[config.mk]
export PLATFORM = sky130hd
export DESIGN_NAME = id_ex_stage
export DESIGN_NICKNAME = d
export VERILOG_FILES = /design/src/rtl/riscv_pkg.sv /design/src/rtl/hazard_detect.sv /design/src/rtl/id_ex_stage.sv
export SDC_FILE = /design/constraint.sdc
export NUM_CORES = 1
export LEC_CHECK = 0
export CAP_MARGIN = 15
export CORE_AREA = 3 3 130 132
export DETAILED_ROUTE_END_ITERATION = 7
export DIE_AREA = 0 0 133 135
export PLACE_DENSITY = 0.77
export REMOVE_ABC_BUFFERS = 1
export SYNTH_ARGS = -nofsm -noshare
export SYNTH_HDL_FRONTEND = slang
export SYNTH_SLANG_ARGS = --single-unit
[constraint.sdc]
create_clock -name clk -period 4.6 [get_ports clk]
set_clock_uncertainty 0.2 [all_clocks]
set_input_delay 0.92 -clock clk [delete_from_list [all_inputs] [get_ports clk]]
set_output_delay 0.92 -clock clk [all_outputs]
set_load 0.01 [all_outputs]
[src/rtl/riscv_pkg.sv]
// Shared RISC-V pipeline types: register address width, the decode control
// bundle carried down the pipe, and its all-zero NOP value.
package riscv_pkg;

    localparam int unsigned XLEN_DEFAULT = 32;
    localparam int unsigned REG_ADDR_W   = 5;

    typedef struct packed {
        logic       regwrite;
        logic       memread;
        logic       memwrite;
        logic       memtoreg;
        logic       alusrc;
        logic       branch;
        logic       jump;
        logic [3:0] aluop;
    } ctrl_t;

    localparam ctrl_t CTRL_NOP = '0;

endpackage

[src/rtl/hazard_detect.sv]
// Load-use hazard detection: a load sitting in EX whose non-zero destination
// register is actually read by the instruction in decode.
module hazard_detect
    import riscv_pkg::*;
(
    input  logic                  ex_valid,
    input  logic                  ex_memread,
    input  logic [REG_ADDR_W-1:0] ex_rd,
    input  logic                  id_valid,
    input  logic                  id_uses_rs1,
    input  logic                  id_uses_rs2,
    input  logic [REG_ADDR_W-1:0] id_rs1,
    input  logic [REG_ADDR_W-1:0] id_rs2,
    output logic                  load_use
);

    logic rs1_match;
    logic rs2_match;

    always_comb begin
        rs1_match = id_uses_rs1 && (id_rs1 == ex_rd);
        rs2_match = id_uses_rs2 && (id_rs2 == ex_rd);
        load_use  = ex_valid && ex_memread && (ex_rd != '0) && id_valid
                    && (rs1_match || rs2_match);
    end

endmodule

[src/rtl/id_ex_stage.sv]
// ID/EX pipeline register with load-use bubble insertion, memory-stall hold,
// branch flush and a saturating count of inserted load-use bubbles.
module id_ex_stage
    import riscv_pkg::*;
#(
    parameter int unsigned XLEN = XLEN_DEFAULT
) (
    input  logic                  clk,
    input  logic                  rst,
    input  logic                  id_valid,
    input  logic [XLEN-1:0]       id_pc,
    input  logic [XLEN-1:0]       id_imm,
    input  logic [REG_ADDR_W-1:0] id_rs1,
    input  logic [REG_ADDR_W-1:0] id_rs2,
    input  logic [REG_ADDR_W-1:0] id_rd,
    input  logic                  id_uses_rs1,
    input  logic                  id_uses_rs2,
    input  logic [XLEN-1:0]       id_rs1_data,
    input  logic [XLEN-1:0]       id_rs2_data,
    input  ctrl_t                 id_ctrl,
    input  logic                  ex_flush,
    input  logic                  mem_stall,
    output logic                  ex_valid,
    output logic [XLEN-1:0]       ex_pc,
    output logic [XLEN-1:0]       ex_imm,
    output logic [REG_ADDR_W-1:0] ex_rs1,
    output logic [REG_ADDR_W-1:0] ex_rs2,
    output logic [REG_ADDR_W-1:0] ex_rd,
    output logic [XLEN-1:0]       ex_rs1_data,
    output logic [XLEN-1:0]       ex_rs2_data,
    output ctrl_t                 ex_ctrl,
    output logic                  hazard_stall,
    output logic [15:0]           lu_bubble_cnt
);

    typedef struct packed {
        logic                  valid;
        logic [XLEN-1:0]       pc;
        logic [XLEN-1:0]       imm;
        logic [REG_ADDR_W-1:0] rs1;
        logic [REG_ADDR_W-1:0] rs2;
        logic [REG_ADDR_W-1:0] rd;
        logic [XLEN-1:0]       rs1_data;
        logic [XLEN-1:0]       rs2_data;
        ctrl_t                 ctrl;
    } ex_reg_t;

    ex_reg_t     ex_d;
    ex_reg_t     ex_q;
    ex_reg_t     id_slot;
    logic [15:0] cnt_d;
    logic [15:0] cnt_q;
    logic        load_use;

    hazard_detect u_hazard_detect (
        .ex_valid    (ex_q.valid),
        .ex_memread  (ex_q.ctrl.memread),
        .ex_rd       (ex_q.rd),
        .id_valid    (id_valid),
        .id_uses_rs1 (id_uses_rs1),
        .id_uses_rs2 (id_uses_rs2),
        .id_rs1      (id_rs1),
        .id_rs2      (id_rs2),
        .load_use    (load_use)
    );

    always_comb begin
        // An invalid decode slot enters EX as an all-zero bubble.
        id_slot = '0;
        if (id_valid) begin
            id_slot.valid    = 1'b1;
            id_slot.pc       = id_pc;
            id_slot.imm      = id_imm;
            id_slot.rs1      = id_rs1;
            id_slot.rs2      = id_rs2;
            id_slot.rd       = id_rd;
            id_slot.rs1_data = id_rs1_data;
            id_slot.rs2_data = id_rs2_data;
            id_slot.ctrl     = id_ctrl;
        end

        ex_d  = ex_q;
        cnt_d = cnt_q;
        if (!mem_stall) begin
            if (ex_flush) begin
                ex_d = '0;
            end else if (load_use) begin
                ex_d = '0;
                if (cnt_q != '1) begin
                    cnt_d = cnt_q + 16'd1;
                end
            end else begin
                ex_d = id_slot;
            end
        end
    end

    always_ff @(posedge clk) begin
        if (rst) begin
            ex_q  <= '0;
            cnt_q <= '0;
        end else begin
            ex_q  <= ex_d;
            cnt_q <= cnt_d;
        end
    end

    always_comb begin
        hazard_stall  = load_use && !ex_flush;
        ex_valid      = ex_q.valid;
        ex_pc         = ex_q.pc;
        ex_imm        = ex_q.imm;
        ex_rs1        = ex_q.rs1;
        ex_rs2        = ex_q.rs2;
        ex_rd         = ex_q.rd;
        ex_rs1_data   = ex_q.rs1_data;
        ex_rs2_data   = ex_q.rs2_data;
        ex_ctrl       = ex_q.ctrl;
        lu_bubble_cnt = cnt_q;
    end

endmodule

==> results.sh, run 1 <==
export IMPL_dieArea_um2=18000
export IMPL_crit_arrival_ps=3080
export IMPL_power_leakage_nw=3.65
export IMPL_finalSetupTns_ps=0
export IMPL_fillers=1277
export IMPL_cts_resized=0
export IMPL_drt_wl_total_um=19300
export IMPL_wl_per_cell_um=19.1
export IMPL_grt_antenna_before_repair=0
export IMPL_powerDensity_nw_per_um2=347
export IMPL_dr_pass1_iters=5
export IMPL_status="finished, final reports clean"
export IMPL_area_growth_synth_to_final_pct=69.9
export IMPL_cp_num_buf_inv=2
export IMPL_ys_warn_count=0
export IMPL_min_path_type="reg -> reg"
export IMPL_grt_pass1_vias=5353
export IMPL_worstPathCellList="clkdlybuf4s50_1 > xor2_1 > nor4_1 > a32oi_2 > nor4_1 > clkdlybuf4s50_1"
export IMPL_antennaDiodeCount=0
export IMPL_fin_cells=1012
export IMPL_setup_viol=0
export IMPL_grt_max_degree=121
export IMPL_setup_worst_path_class="in -> out"
export IMPL_maxSlewHeadroom=0.397
export IMPL_dp_cells=980
export IMPL_maxCapViolations=0
export IMPL_post_route_period_util=0.912
export IMPL_critPathLaunchType="primary input"
export IMPL_cp_end_kind="output pin"
export IMPL_grt_pass1_wl_um=29300
export IMPL_io_buffers=332
export IMPL_yosys_area_share_simple=0.0586
export IMPL_multi_input_area_um2=2050
export IMPL_cts_tree="done"
export IMPL_hold_ws_ps=274
export IMPL_gr_total_overflow=0
export IMPL_synth_compound_gate_area_share=0.274
export IMPL_std_cell_rows=46
export IMPL_drt_iter0_markers=399
export IMPL_synth_xor_area_frac=0.0153
export IMPL_regArea_um2=3420
export IMPL_clock_latency_ps=420
export IMPL_synth_avg_cell_area_um2=12.2
export IMPL_worstMarginPinSlew_ps=901
export IMPL_vias=5165
export IMPL_syn_area_um2=5740
export IMPL_synthAdderAreaFrac=0.00218
export IMPL_ys_seq_elements=171
export IMPL_cts_buffers=17
export IMPL_start_util=0.363
export IMPL_slew_violations=0
export IMPL_drc=0
export IMPL_drive_above_1_share=0.0503
export IMPL_finalCriticalPeriod_ps=4200
export IMPL_ys_seq_area_frac=0.596
export IMPL_grt_use_total=0.206
export IMPL_chipHeight_um=135
export IMPL_cpLargestDelayFamily="buffers and inverters"
export IMPL_hold_viol=0
export IMPL_viasPerCell=5.10
export IMPL_clkTransAtPathRegs_ps=60
export IMPL_gp_congestion=0.819
export IMPL_synth_top_family_by_area="compound AO/OA/AOI/OAI gates"
export IMPL_yosysUniqueCellTypes=36
export IMPL_ir_worst_vdd_mv=0.231
export IMPL_holdBufCountCts=0
export IMPL_cts_max_level=4
export IMPL_synthMuxAreaShare=0.00196
export IMPL_clkSinkCount=171
export IMPL_layout_nets=945
export IMPL_cp_required_ps=3480
export IMPL_critPathSlowestCell="clkdlybuf4s50_1"
export IMPL_final_util=0.616
export IMPL_dp_hpwl_um=14000
export IMPL_cts_root_buf="clkbuf_16"
export IMPL_rsz0062_at_grt="false"
export IMPL_crit_fanout=2
export IMPL_final_antenna_net_count=0
export IMPL_cts_path_max_buffers=2
export IMPL_syn_instance_count=471
export IMPL_core_um2=15800
export IMPL_clock_fmax_mhz=238
export IMPL_io_pins=333
export IMPL_die_width_um=133
export IMPL_slowest_delay_ps=610
export IMPL_cts_setup_buffers=0
cell type report:
class | count | share of cell area
clock inverters | 14 | 0.0213
inverters | 2 | 0.000769
clock buffers | 18 | 0.0440
flip-flops and latches | 171 | 0.351
repair buffers | 337 | 0.346
well taps | 216 | 0.0277
multi-input cells | 254 | 0.210
report_power, final:
| part | internal, mW | leakage [nW] | total [mW] | switching, mW |
|---|---|---|---|---|
| logic | 0.206 | 1.95 | 0.312 | 0.106 |
| registers | 1.51 | 1.39 | 1.54 | 0.0216 |
| clock network | 0.925 | 0.310 | 1.54 | 0.614 |
cells in the final DEF (no fill, tap or decap), types with 2 or more instances in the layout:
master	synthesis	layout
inv_1	2	2
bufinv_16	0	4
and3_1	4	4
nand2_1	4	4
and2_0	2	2
or4_1	14	14
inv_8	0	2
a21oi_1	14	14
o31ai_1	13	13
clkinv_4	0	2
nor4_1	3	3
nand4_1	6	6
and4_1	2	2
buf_4	3	4
nor2b_1	4	3
nor2_1	4	4
inv_6	0	4
xnor2_1	2	2
clkdlybuf4s50_1	0	332
clkbuf_16	0	17
dfxtp_1	171	171
nand3_1	6	6
xor2_1	8	8
a22o_1	154	154
logic make-up after synthesis:
group / after synthesis
compound gates: 188
xor+xnor: 10
fa+ha+maj: 1
buf+inv: 46
flops: 171
mux: 1
simple gates: 54
path summary, 6_finish.rpt:
| check | startpoint | to | slack [ps] | cells past startpoint |
|---|---|---|---|---|
| worst min register to register | ex_rs2_data[24] | ex_rs2_data[24] | 270 | 1 |
| worst max-delay path | id_rs1[3] | hazard_stall | 400 | 6 |
| worst min-delay path | ex_rs2_data[24] | ex_rs2_data[24] | 270 | 1 |
| worst max register to register | ex_rd[2] | ex_pc[10] | 1540 | 7 |
metrics by stage:
| stage | power (mW) | area [um^2] | worst slack (ps) |
|---|---|---|---|
| after CTS | 3.42 | 9760 | 404 |
| after global routing | 3.50 | 9760 | 273 |
| after global placement | 1.87 | 9120 | 465 |
| after detailed placement | 1.88 | 9120 | 410 |
| final | 3.39 | 9760 | 404 |
| after floorplan | 1.65 | 5450 | -2150 |
cell usage after synthesis:
library cell | number | area (um^2)
nor3_1 | 1 | 5.00
o41ai_1 | 1 | 8.76
buf_2 | 3 | 15.0
nand4_1 | 6 | 37.5
buf_4 | 3 | 22.5
a21oi_1 | 14 | 70.1
nand3_1 | 6 | 30.0
nand2b_1 | 1 | 6.26
nand3b_1 | 1 | 7.51
and2_0 | 2 | 12.5
and3_1 | 4 | 25.0
clkbuf_1 | 21 | 78.8
dfxtp_1 | 171 | 3420
xor2_1 | 8 | 70.1
a32oi_1 | 1 | 8.76
a21o_1 | 1 | 7.51
nor2b_1 | 4 | 25.0
nor2_1 | 4 | 15.0
buf_1 | 2 | 7.51
mux2_2 | 1 | 11.3
o21ba_1 | 1 | 10.0
nor4bb_1 | 1 | 10.0
ha_1 | 1 | 12.5
nand2_1 | 4 | 15.0
o31ai_1 | 13 | 97.6
inv_1 | 2 | 7.51
o21ai_1 | 1 | 5.00
nor4_1 | 3 | 18.8
or4_1 | 14 | 105
buf_6 | 15 | 169
o21ai_0 | 1 | 5.00
a22o_1 | 154 | 1350
xnor2_1 | 2 | 17.5
and4_1 | 2 | 17.5
or3_1 | 1 | 6.26
o311a_1 | 1 | 10.0
sequential cells by signal, summed over array words and instances (netlist names):
register,count
ex_imm,32
ex_pc,32
ex_rs1_data,32
ex_rs2_data,32
lu_bubble_cnt,16
ex_ctrl,11
ex_rd,5
ex_rs1,5
ex_rs2,5
ex_valid,1
worst reg2reg max path: stages, from the launching register on:
cell,delay [ps]
dfxtp_1,460
xor2_1,110
nor4_1,380
a32oi_2,200
buf_4,260
o311a_4,580
buf_12,280
a22o_1,500
layer usage:
metal,vias to the layer above,part of all wire,global-route usage
li1,2446,-,-
met4,0,0.027,0.0866
met5,-,0,0
met1,2420,0.40,0.236
met2,259,0.50,0.354
met3,40,0.073,0.0671
Note: power is estimated with default switching activity, not from simulation.
==> run 2: changes to the inputs <==
--- a/config.mk
+++ b/config.mk
@@ -11,6 +11,7 @@
 export DIE_AREA = 0 0 133 135
 export PLACE_DENSITY = 0.77
 export REMOVE_ABC_BUFFERS = 1
+export SKIP_CTS_REPAIR_TIMING = 1
 export SYNTH_ARGS = -nofsm -noshare
 export SYNTH_HDL_FRONTEND = slang
 export SYNTH_SLANG_ARGS = --single-unit
==> results of run 2 <==
Final layout, timing and power as in run 1 (identical DEF).
==> run 3: changes to the inputs <==
--- a/config.mk
+++ b/config.mk
@@ -6,10 +6,10 @@
 export NUM_CORES = 1
 export LEC_CHECK = 0
 export CAP_MARGIN = 15
-export CORE_AREA = 3 3 130 132
+export CORE_MARGIN = 3
+export CORE_UTILIZATION = 38
 export DETAILED_ROUTE_END_ITERATION = 7
-export DIE_AREA = 0 0 133 135
-export PLACE_DENSITY = 0.77
+export PLACE_DENSITY = 0.8
 export REMOVE_ABC_BUFFERS = 1
 export SKIP_CTS_REPAIR_TIMING = 1
 export SYNTH_ARGS = -nofsm -noshare
==> constraint.sdc (replaced) <==
create_clock -name clk -period 4.2 [get_ports clk]
set_clock_uncertainty 0.2 [all_clocks]
set_input_delay 0.84 -clock clk [delete_from_list [all_inputs] [get_ports clk]]
set_output_delay 0.84 -clock clk [all_outputs]
set_load 0.01 [all_outputs]
==> results.sh, run 3 (synthesized netlist as in run 1, its figures left out) <==
export IMPL_status="finished, final reports clean"
export IMPL_antennaDiodeCount=0
export IMPL_finalSetupTns_ps=0
export IMPL_grt_pass1_wl_um=28100
export IMPL_slowest_delay_ps=610
export IMPL_finalCriticalPeriod_ps=4070
export IMPL_stdcell_area_um2=9780
export IMPL_clkSinkCount=171
export IMPL_clock_latency_ps=420
export IMPL_dr_pass1_iters=4
export IMPL_crit_arrival_ps=3030
export IMPL_drive_above_1_share=0.0527
export IMPL_power_leakage_nw=3.68
export IMPL_clock_fmax_mhz=245
export IMPL_crit_fanout=2
export IMPL_wl_per_cell_um=18.7
export IMPL_rsz0062_at_grt="false"
export IMPL_maxSlewHeadroom=0.445
export IMPL_gp_congestion=0.808
export IMPL_start_util=0.392
export IMPL_dp_hpwl_um=13200
export IMPL_std_cell_rows=44
export IMPL_cp_required_ps=3160
export IMPL_slew_violations=0
export IMPL_power_mw=3.84
export IMPL_viasPerCell=5.25
export IMPL_cts_root_buf="clkbuf_16"
export IMPL_dieArea_um2=16600
export IMPL_min_path_type="reg -> reg"
export IMPL_critPathSlowestCell="clkdlybuf4s50_1"
export IMPL_final_util=0.668
export IMPL_drt_wl_total_um=18400
export IMPL_vias=5151
export IMPL_cp_num_buf_inv=2
export IMPL_cpLargestDelayFamily="buffers and inverters"
export IMPL_io_pins=333
export IMPL_ir_worst_vdd_mv=0.264
export IMPL_final_common_cell="clkdlybuf4s50_1"
export IMPL_cts_tree="done"
export IMPL_hold_viol=0
export IMPL_grt_max_degree=156
export IMPL_post_route_period_util=0.970
export IMPL_critPathLaunchType="primary input"
export IMPL_setup_viol=0
export IMPL_worstMarginPinSlew_ps=833
export IMPL_maxCapViolations=0
export IMPL_chipHeight_um=129
export IMPL_cts_buffers=17
export IMPL_layout_nets=946
export IMPL_hold_ws_ps=271
export IMPL_core_um2=14600
export IMPL_die_width_um=129
export IMPL_setup_worst_path_class="in -> out"
export IMPL_final_cell_mix="332 x clkdlybuf4s50_1, 171 x dfxtp_1, 154 x a22o_1"
export IMPL_worstPathCellList="clkdlybuf4s50_1 > xor2_1 > nor4_1 > a32oi_2 > nor4_1 > clkdlybuf4s50_1"
export IMPL_gr_total_overflow=0
export IMPL_drc=0
export IMPL_grt_use_total=0.213
export IMPL_area_growth_synth_to_final_pct=70.3
export IMPL_cts_path_max_buffers=2
export IMPL_powerDensity_nw_per_um2=393
export IMPL_clkTransAtPathRegs_ps=70
export IMPL_cp_end_kind="output pin"
export IMPL_regToRegSetupSlack_ps=1250
export IMPL_grt_pass1_vias=5317
export IMPL_grt_antenna_before_repair=0
export IMPL_io_buffers=332
export IMPL_final_antenna_net_count=0
export IMPL_drt_iter0_markers=319
export IMPL_place_area_um2=9090
export IMPL_cts_max_level=4
==> run 3: cell count changes in the layout (fill, tap and decap cells not counted) <==
cell        previous run  this run
clkinv_4               2         0
clkinvlp_4             1         2
clkbuf_8               0         1
bufinv_16              4         6
buf_4                  4         5
clkbuf_1               1         0
clkinv_2               1         0
==> run 3: routing by layer <==
layer / global-route usage / routed length, um / vias up
met5: 0 / 0 / -
met1: 0.250 / 7360 / 2443
met4: 0.0797 / 444 / 0
met2: 0.358 / 9090 / 227
met3: 0.0768 / 1500 / 33
li1: - / - / 2448
==> run 3: final timing paths <==
check,from,end,cells after the start
min reg2reg,ex_rs1_data[10],ex_rs1_data[10],1
max reg2reg,ex_rd[4],ex_imm[29],7
min,ex_rs1_data[10],ex_rs1_data[10],1
max,id_rs1[3],hazard_stall,6
==> run 3: layout make-up <==
cell class	instances	area, um^2
Clock buffer	18	439
Clock inverter	14	253
Fill cell	1084	4860
Inverter	2	7.51
Multi-Input combinational cell	254	2050
Sequential cell	171	3420
Tap cell	184	230
Timing Repair Buffer	338	3380
==> run 3: through the flow <==
step,setup WS [ps],cells
after floorplan,-2470,427
after global placement,109,949
after detailed placement,118,949
after CTS,111,981
after global routing,30.0,981
final,126,981
==> run 3: where the power goes <==
group / internal, mW / leakage [nW] / total, mW / switching (mW)
registers: 1.66 / 1.39 / 1.68 / 0.0228
logic: 0.226 / 1.96 / 0.340 / 0.114
clock network: 1.15 / 0.332 / 1.82 / 0.671
total: 3.03 / 3.68 / 3.84 / 0.808
